[config.mk]
export PLATFORM = sky130hd
export DESIGN_NAME = cordic_phase_sequencer
export DESIGN_NICKNAME = d
export VERILOG_FILES = /design/src/rtl/sar_cordic_pkg.sv /design/src/rtl/sample_fifo.sv /design/src/rtl/cordic_phase_sequencer.sv
export SDC_FILE = /design/constraint.sdc
export NUM_CORES = 1
export LEC_CHECK = 0
export CAP_MARGIN = 15
export CORE_UTILIZATION = 56
export CTS_CLUSTER_SIZE = 12
export DETAILED_ROUTE_END_ITERATION = 7
export PLACE_DENSITY = 0.82
export SLEW_MARGIN = 25
export SYNTH_ARGS = -nofsm -noshare
export SYNTH_HDL_FRONTEND = slang
export SYNTH_SLANG_ARGS = --single-unit
export TNS_END_PERCENT = 10
[constraint.sdc]
create_clock -name clk -period 5.99 [get_ports clk]
set_clock_uncertainty 0.2 [all_clocks]
set_input_delay 1.4975 -clock clk [delete_from_list [all_inputs] [get_ports clk]]
set_output_delay 1.4975 -clock clk [all_outputs]
set_load 0.01 [all_outputs]
[src/rtl/sar_cordic_pkg.sv]
// Shared constants, state encoding and the phase-wrap helper for the CORDIC
// phase sequencer and its result buffer.
package sar_cordic_pkg;

  localparam int PHASE_W   = 16;
  localparam int PI_FX     = 25736;
  localparam int TWO_PI_FX = 51472;

  localparam logic signed [PHASE_W:0] PI_S     = (PHASE_W+1)'(PI_FX);
  localparam logic signed [PHASE_W:0] TWO_PI_S = (PHASE_W+1)'(TWO_PI_FX);

  typedef enum logic [1:0] {
    IDLE,
    RUN,
    DRAIN
  } seq_state_e;

  // Advance a fix16_13 phase by a clamped step and wrap it back into [-pi, pi].
  function automatic logic signed [PHASE_W-1:0] phase_step(
    input logic signed [PHASE_W-1:0] acc,
    input logic        [PHASE_W-1:0] inc
  );
    logic        [PHASE_W-1:0] inc_c;
    logic signed [PHASE_W:0]   sum;
    inc_c = (inc > PHASE_W'(PI_FX)) ? PHASE_W'(PI_FX) : inc;
    sum   = {acc[PHASE_W-1], acc} + $signed({1'b0, inc_c});
    if (sum > PI_S) begin
      sum = sum - TWO_PI_S;
    end
    return sum[PHASE_W-1:0];
  endfunction

endpackage

[src/rtl/sample_fifo.sv]
// First-word-fall-through result buffer: the head word is visible straight
// from storage, and a push into a full buffer succeeds only alongside a pop.
module sample_fifo
  import sar_cordic_pkg::*;
#(
  parameter int DEPTH = 4,
  parameter int W     = PHASE_W
) (
  input  logic                       clk,
  input  logic                       rst,
  input  logic                       push,
  input  logic [W-1:0]               push_data,
  input  logic                       pop,
  output logic [W-1:0]               head_data,
  output logic                       not_empty,
  output logic [$clog2(DEPTH):0]     count,
  output logic                       drop
);

  localparam int AW = $clog2(DEPTH);

  logic [W-1:0]  mem_q [DEPTH];
  logic [W-1:0]  mem_d [DEPTH];
  logic [AW-1:0] wr_ptr_q, wr_ptr_d;
  logic [AW-1:0] rd_ptr_q, rd_ptr_d;
  logic [AW:0]   count_q, count_d;
  logic          full, do_pop, do_push;

  assign full      = (count_q == (AW+1)'(DEPTH));
  assign not_empty = (count_q != '0);
  assign head_data = mem_q[rd_ptr_q];
  assign count     = count_q;

  always_comb begin
    // NOTE: every comb output gets a default first so no path infers a latch.
    mem_d    = mem_q;
    wr_ptr_d = wr_ptr_q;
    rd_ptr_d = rd_ptr_q;
    count_d  = count_q;
    do_pop   = pop && not_empty;
    do_push  = push && (!full || do_pop);
    drop     = push && full && !do_pop;
    if (do_push) begin
      mem_d[wr_ptr_q] = push_data;
      wr_ptr_d        = wr_ptr_q + AW'(1);
    end
    if (do_pop) begin
      rd_ptr_d = rd_ptr_q + AW'(1);
    end
    if (do_push && !do_pop) begin
      count_d = count_q + (AW+1)'(1);
    end else if (do_pop && !do_push) begin
      count_d = count_q - (AW+1)'(1);
    end
  end

  always_ff @(posedge clk or posedge rst) begin
    if (rst) begin
      // NOTE: storage is reset because the head word is an output that must read 0 out of reset.
      for (int i = 0; i < DEPTH; i++) begin
        mem_q[i] <= '0;
      end
      wr_ptr_q <= '0;
      rd_ptr_q <= '0;
      count_q  <= '0;
    end else begin
      // NOTE: non-blocking assignments keep every flop updating from pre-edge values.
      mem_q    <= mem_d;
      wr_ptr_q <= wr_ptr_d;
      rd_ptr_q <= rd_ptr_d;
      count_q  <= count_d;
    end
  end

endmodule

[src/rtl/cordic_phase_sequencer.sv]
// Issues a wrapping phase stream to the CORDIC core at a programmable rate and
// buffers the returned samples, using credits so the core can never overrun.
module cordic_phase_sequencer
  import sar_cordic_pkg::*;
#(
  parameter int FIFO_DEPTH = 4
) (
  input  logic        clk,
  input  logic        rst,
  input  logic        enable,
  input  logic [15:0] phase_inc,
  input  logic [15:0] rate_div,
  input  logic        clear_err,
  output logic [15:0] phase_tdata,
  output logic        phase_tvalid,
  input  logic [15:0] dout_tdata,
  input  logic        dout_tvalid,
  output logic [15:0] sample_data,
  output logic        sample_valid,
  input  logic        sample_ready,
  output logic        busy,
  output logic        overrun,
  output logic [15:0] missed_cnt
);

  localparam int CW = $clog2(FIFO_DEPTH);

  seq_state_e                state_q, state_d;
  logic signed [PHASE_W-1:0] acc_q, acc_d;
  logic [15:0]               div_q, div_d;
  logic                      tick_q, tick_d;
  logic [CW:0]               out_q, out_d;
  logic [PHASE_W-1:0]        phase_q, phase_d;
  logic                      ptv_q, ptv_d;
  logic                      overrun_q, overrun_d;
  logic [15:0]               missed_q, missed_d;

  logic [CW:0] fifo_count;
  logic        fifo_drop;
  logic        credit, issue, miss, ret;

  sample_fifo #(
    .DEPTH (FIFO_DEPTH),
    .W     (PHASE_W)
  ) u_fifo (
    .clk       (clk),
    .rst       (rst),
    .push      (dout_tvalid),
    .push_data (dout_tdata),
    .pop       (sample_ready),
    .head_data (sample_data),
    .not_empty (sample_valid),
    .count     (fifo_count),
    .drop      (fifo_drop)
  );

  // Credits count both buffered and still-in-flight results.
  assign credit = ((CW+2)'(out_q) + (CW+2)'(fifo_count)) < (CW+2)'(FIFO_DEPTH);
  assign issue  = (state_q == RUN) && tick_q && credit;
  assign miss   = (state_q == RUN) && tick_q && !credit;
  assign ret    = dout_tvalid && (out_q != '0);

  always_ff @(posedge clk or posedge rst) begin
    if (rst) begin
      state_q <= IDLE;
    end else begin
      state_q <= state_d;
    end
  end

  always_comb begin
    state_d = state_q;
    unique case (state_q)
      IDLE:    if (enable) state_d = RUN;
      RUN:     if (!enable) state_d = DRAIN;
      DRAIN:   if (out_d == '0) state_d = IDLE;
      default: state_d = IDLE;
    endcase
  end

  always_comb begin
    busy = (state_q != IDLE);
  end

  always_comb begin
    acc_d     = acc_q;
    div_d     = div_q;
    tick_d    = 1'b0;
    out_d     = out_q;
    phase_d   = phase_q;
    ptv_d     = 1'b0;
    overrun_d = overrun_q;
    missed_d  = missed_q;

    if (state_q == IDLE && enable) begin
      acc_d = '0;
      div_d = '0;
    end

    if (state_q == RUN) begin
      if (div_q == '0) begin
        tick_d = 1'b1;
        div_d  = rate_div;
      end else begin
        div_d = div_q - 16'd1;
      end
    end

    if (issue) begin
      phase_d = acc_q;
      ptv_d   = 1'b1;
      acc_d   = phase_step(acc_q, phase_inc);
    end

    if (issue && !ret) begin
      out_d = out_q + (CW+1)'(1);
    end else if (ret && !issue) begin
      out_d = out_q - (CW+1)'(1);
    end

    // The error clear wins over a same-cycle miss or overrun.
    if (clear_err) begin
      missed_d  = '0;
      overrun_d = 1'b0;
    end else begin
      if (miss && missed_q != 16'hFFFF) begin
        missed_d = missed_q + 16'd1;
      end
      if (fifo_drop) begin
        overrun_d = 1'b1;
      end
    end
  end

  always_ff @(posedge clk or posedge rst) begin
    if (rst) begin
      acc_q     <= '0;
      div_q     <= '0;
      tick_q    <= 1'b0;
      out_q     <= '0;
      phase_q   <= '0;
      ptv_q     <= 1'b0;
      overrun_q <= 1'b0;
      missed_q  <= '0;
    end else begin
      acc_q     <= acc_d;
      div_q     <= div_d;
      tick_q    <= tick_d;
      out_q     <= out_d;
      phase_q   <= phase_d;
      ptv_q     <= ptv_d;
      overrun_q <= overrun_d;
      missed_q  <= missed_d;
    end
  end

  assign phase_tdata  = phase_q;
  assign phase_tvalid = ptv_q;
  assign overrun      = overrun_q;
  assign missed_cnt   = missed_q;

endmodule

==> flow_metrics.py, run 1 <==
metrics = {
    "clocking": {
        "htree_levels": 4,
        "cts_tree": "done",
        "cts_root_buffer": "clkbuf_16",
        "cts_hold_buffers": 0,
        "cts_setup_buffers": 0,
        "cts.clk_slew.worst_paths_ps": 60,
        "clkLatencyLatePin_ps": 420,
        "cts.path.max_buffers": 2,
        "cts_resized": 0,
        "numClockSinks": 143,
        "cts_made_buffers": 17,
    },
    "synth": {
        "synthAdderAreaFrac_pct": 5.60,
        "syn-num-nets": 884,
        "synth-xor-area-share_pct": 3.28,
        "ys_seq_area_share_pct": 43.5,
        "synth-compound-area-share_pct": 15.1,
        "avgSynthCellArea_um2": 10.3,
        "synth_seq_cells": 143,
        "ys_warn_count": 0,
        "netlist_area_mm2": 0.00823,
        "postSynthCellCount": 796,
        "synth_top_family_by_area": "simple AND/OR/NAND/NOR gates",
        "synth_edf_count": 0,
        "ys.flop_type": "dfrtp_1",
        "synth_cell_type_count": 82,
        "synthMuxAreaShare_pct": 13.7,
        "async_reset_ff_share_pct": 100,
        "synthSimpleGateAreaFrac_pct": 15.8,
    },
    "global_routing": {
        "grt_pass1_wl_mm": 31.4,
        "grt_antenna_before_repair": 0,
        "grt_max_degree": 117,
        "grt_overflow": 0,
        "grt_pass1_vias": 6554,
        "track_usage_pct": 26.8,
    },
    "final_layout": {
        "regArea_mm2": 0.00358,
        "antennaDiodeCount": 0,
        "layout_commonest_cell": "dfrtp_1",
        "multi_input_area_mm2": 0.00441,
        "mostFrequentLayoutCells": "dfrtp_1, clkdlybuf4s50_1, nand2_1",
        "area_growth_pct": 26.9,
        "nets": 1043,
        "fillerInstances": 971,
        "drive_gt1_share_pct": 22.0,
        "final_cells": 1148,
        "final_area_mm2": 0.0104,
    },
    "floorplanning": {
        "start_util_pct": 58.4,
        "coreArea_mm2": 0.0141,
        "die-width_um": 123,
        "std_cell_rows": 43,
        "die_y_um": 123,
        "ios": 106,
        "die_area_mm2": 0.0152,
    },
    "worst_setup_path": {
        "startpoint_type": "input pin",
        "crit_top_cell": "ha_1",
        "worstSetupPathType": "input pin to register",
        "path_max_fanout": 13,
        "worst_path_max_delay_cell": "clkdlybuf4s50_1",
        "required_ps": 6090,
        "critPathBufInv": 2,
        "slowest_delay_ps": 410,
        "cp_data_arrival_time_ps": 5800,
        "cp_cell_sequence": "clkdlybuf4s50_1, o31a_1, o41ai_1, nand2_1, a211o_1, a31oi_1, buf_4, nand2b_1, ha_1, a21o_1, a221o_1, xnor2_2, ha_1, nor3b_1, nand3_1, o2111a_1, o211ai_2, a211oi_1, o311ai_0",
        "critPathTopFamily": "compound AO/OA/AOI/OAI gates",
        "cp-end-kind": "register",
    },
    "sta": {
        "rsz0062_at_grt": "true",
        "fin_tns_setup_ps": 0,
        "whs_ps": 280,
        "finalHoldViolations": 0,
        "slew_violations": 0,
        "fin_crit_ps": 5700,
        "slew-limit-headroom_pct": 38.5,
        "period_share_pct": 95.2,
        "fmax_ghz": 0.175,
        "finalSetupViolations": 0,
        "tightest_slew_ps": 919,
    },
    "placed_design": {
        "placed_area_mm2": 0.00988,
        "dpl.hpwl_mm": 13.5,
        "gp_congestion": 0.831,
        "dp.cells": 1116,
        "portBuffers": 105,
    },
    "drt": {
        "wl_per_cell_um": 16.6,
        "wl_mm": 19.0,
        "vias_per_cell": 5.84,
        "drt.antenna.violating_nets": 0,
        "first_iter_violations": 511,
        "firstDrtPassIters": 5,
        "post-route-drc-count": 0,
        "vias": 6703,
    },
    "power": {
        "p_switching_w": 0.00139,
        "comb_power_share_pct": 40.4,
        "p_sw_share_pct": 33.3,
        "power_frac_seq_pct": 36.4,
        "clkPwrFrac_pct": 23.2,
        "intPower_w": 0.00279,
        "ir_drop_mv": 0.228,
        "powerDensity_mw_per_mm2": 401,
        "p_leak_nw": 4.57,
    },
    "worst_hold_path": {
        "min_path_type": "register to register",
    },
    "run": {
        "maxCapViolCount": 0,
    },
    "outcome": {
        "status": "completed",
    },
}
## tightest hold or removal path, stage by stage (launching register included)
cell,delay (ps)
dfrtp_1,340
nand2_1,50
nand2_1,60
## layout make-up
type / instances / share of cell area (%)
clock buffers: 24 / 4.71
clock inverters: 8 / 0.551
inverters: 24 / 0.934
multi-input cells: 593 / 42.2
flip-flops and latches: 143 / 34.3
well taps: 180 / 2.16
repair buffers: 176 / 15.2
## state kept, by name (all words and copies together) (netlist names), 2 cells and up
| signal | flops |
|---|---|
| u_fifo.mem_q | 64 |
| u_fifo.count | 3 |
| phase_tdata | 16 |
| u_fifo.wr_ptr_q | 2 |
| out_q | 3 |
| div_q | 16 |
| state_q | 2 |
| acc_q | 16 |
| missed_cnt | 16 |
| u_fifo.rd_ptr_q | 2 |
## synth_stat cells (19+ instances only)
cell        n  area share (%)
nand2_1    82             3.7
clkbuf_1   21            0.96
ha_1       32             4.9
xnor2_1    19             2.0
o21ai_0    43             2.6
inv_1      24             1.1
dfrtp_1   143              43
a21oi_1    34             2.1
nand3_1    29             1.8
mux2_2     66             9.0
nor3_1     20             1.2
nor2_1     60             2.7
## power by group through the flow
stage          logic (W)  clock network, W  registers, W
6_report         0.00169          0.000972       0.00152
3_5_place_dp     0.00167                 0       0.00153
4_1_cts          0.00169          0.000982       0.00152
3_3_place_gp     0.00163                 0       0.00150
2_1_floorplan    0.00120                 0       0.00141
5_1_grt          0.00186           0.00102       0.00157
## through the flow
step / power, W / util, % / setup slack, ps
after floorplan: 0.00260 / - / 313
after global placement: 0.00313 / 70.1 / -71.3
after detailed placement: 0.00320 / 70.1 / -174
after CTS: 0.00420 / 74.0 / 257
after global routing: 0.00445 / 74.1 / -3.78
final: 0.00419 / 74.1 / 288
## path summary, 6_finish.rpt
check / cells past startpoint / startpoint / slack [ps] / to
worst max register to register: 8 / div_q[6] / 2540 / div_q[10]
max in group asynchronous: 3 / rst / 3280 / out_q[2]
worst max-delay path: 19 / phase_inc[0] / 290 / acc_q[10]
worst min-delay path: 2 / phase_tdata[1] / 280 / phase_tdata[1]
min in group asynchronous: 2 / rst / 1410 / missed_cnt[7]
worst min register to register: 2 / phase_tdata[1] / 280 / phase_tdata[1]
## kinds of logic (layout without fill, tap and decap cells)
logic type | after synthesis | in the layout
flip-flops | 143 | 143
multiplexers | 84 | 84
other | 1 | 1
buffers and inverters | 60 | 232
adder cells (fa/ha/maj) | 36 | 36
AND/OR/NAND/NOR | 269 | 269
XOR/XNOR | 30 | 30
AO/OA/AOI/OAI | 173 | 173
## layer usage
metal	vias up	GRT usage (%)	part of all wire (%)
met5	-	0	0
met4	0	9.49	1.8
met1	3284	34.1	44
met3	29	4.75	3.8
met2	154	45.8	50
li1	3236	-	-
Note: power is estimated with default switching activity, not from simulation.
==> inputs of run 2 (changes only) <==
--- a/config.mk
+++ b/config.mk
@@ -9,6 +9,7 @@
 export CORE_UTILIZATION = 56
 export CTS_CLUSTER_SIZE = 12
 export DETAILED_ROUTE_END_ITERATION = 7
+export HOLD_SLACK_MARGIN = 0.02
 export PLACE_DENSITY = 0.82
 export SLEW_MARGIN = 25
 export SYNTH_ARGS = -nofsm -noshare
==> results of run 2 <==
Final layout, timing and power as in run 1 (identical DEF).
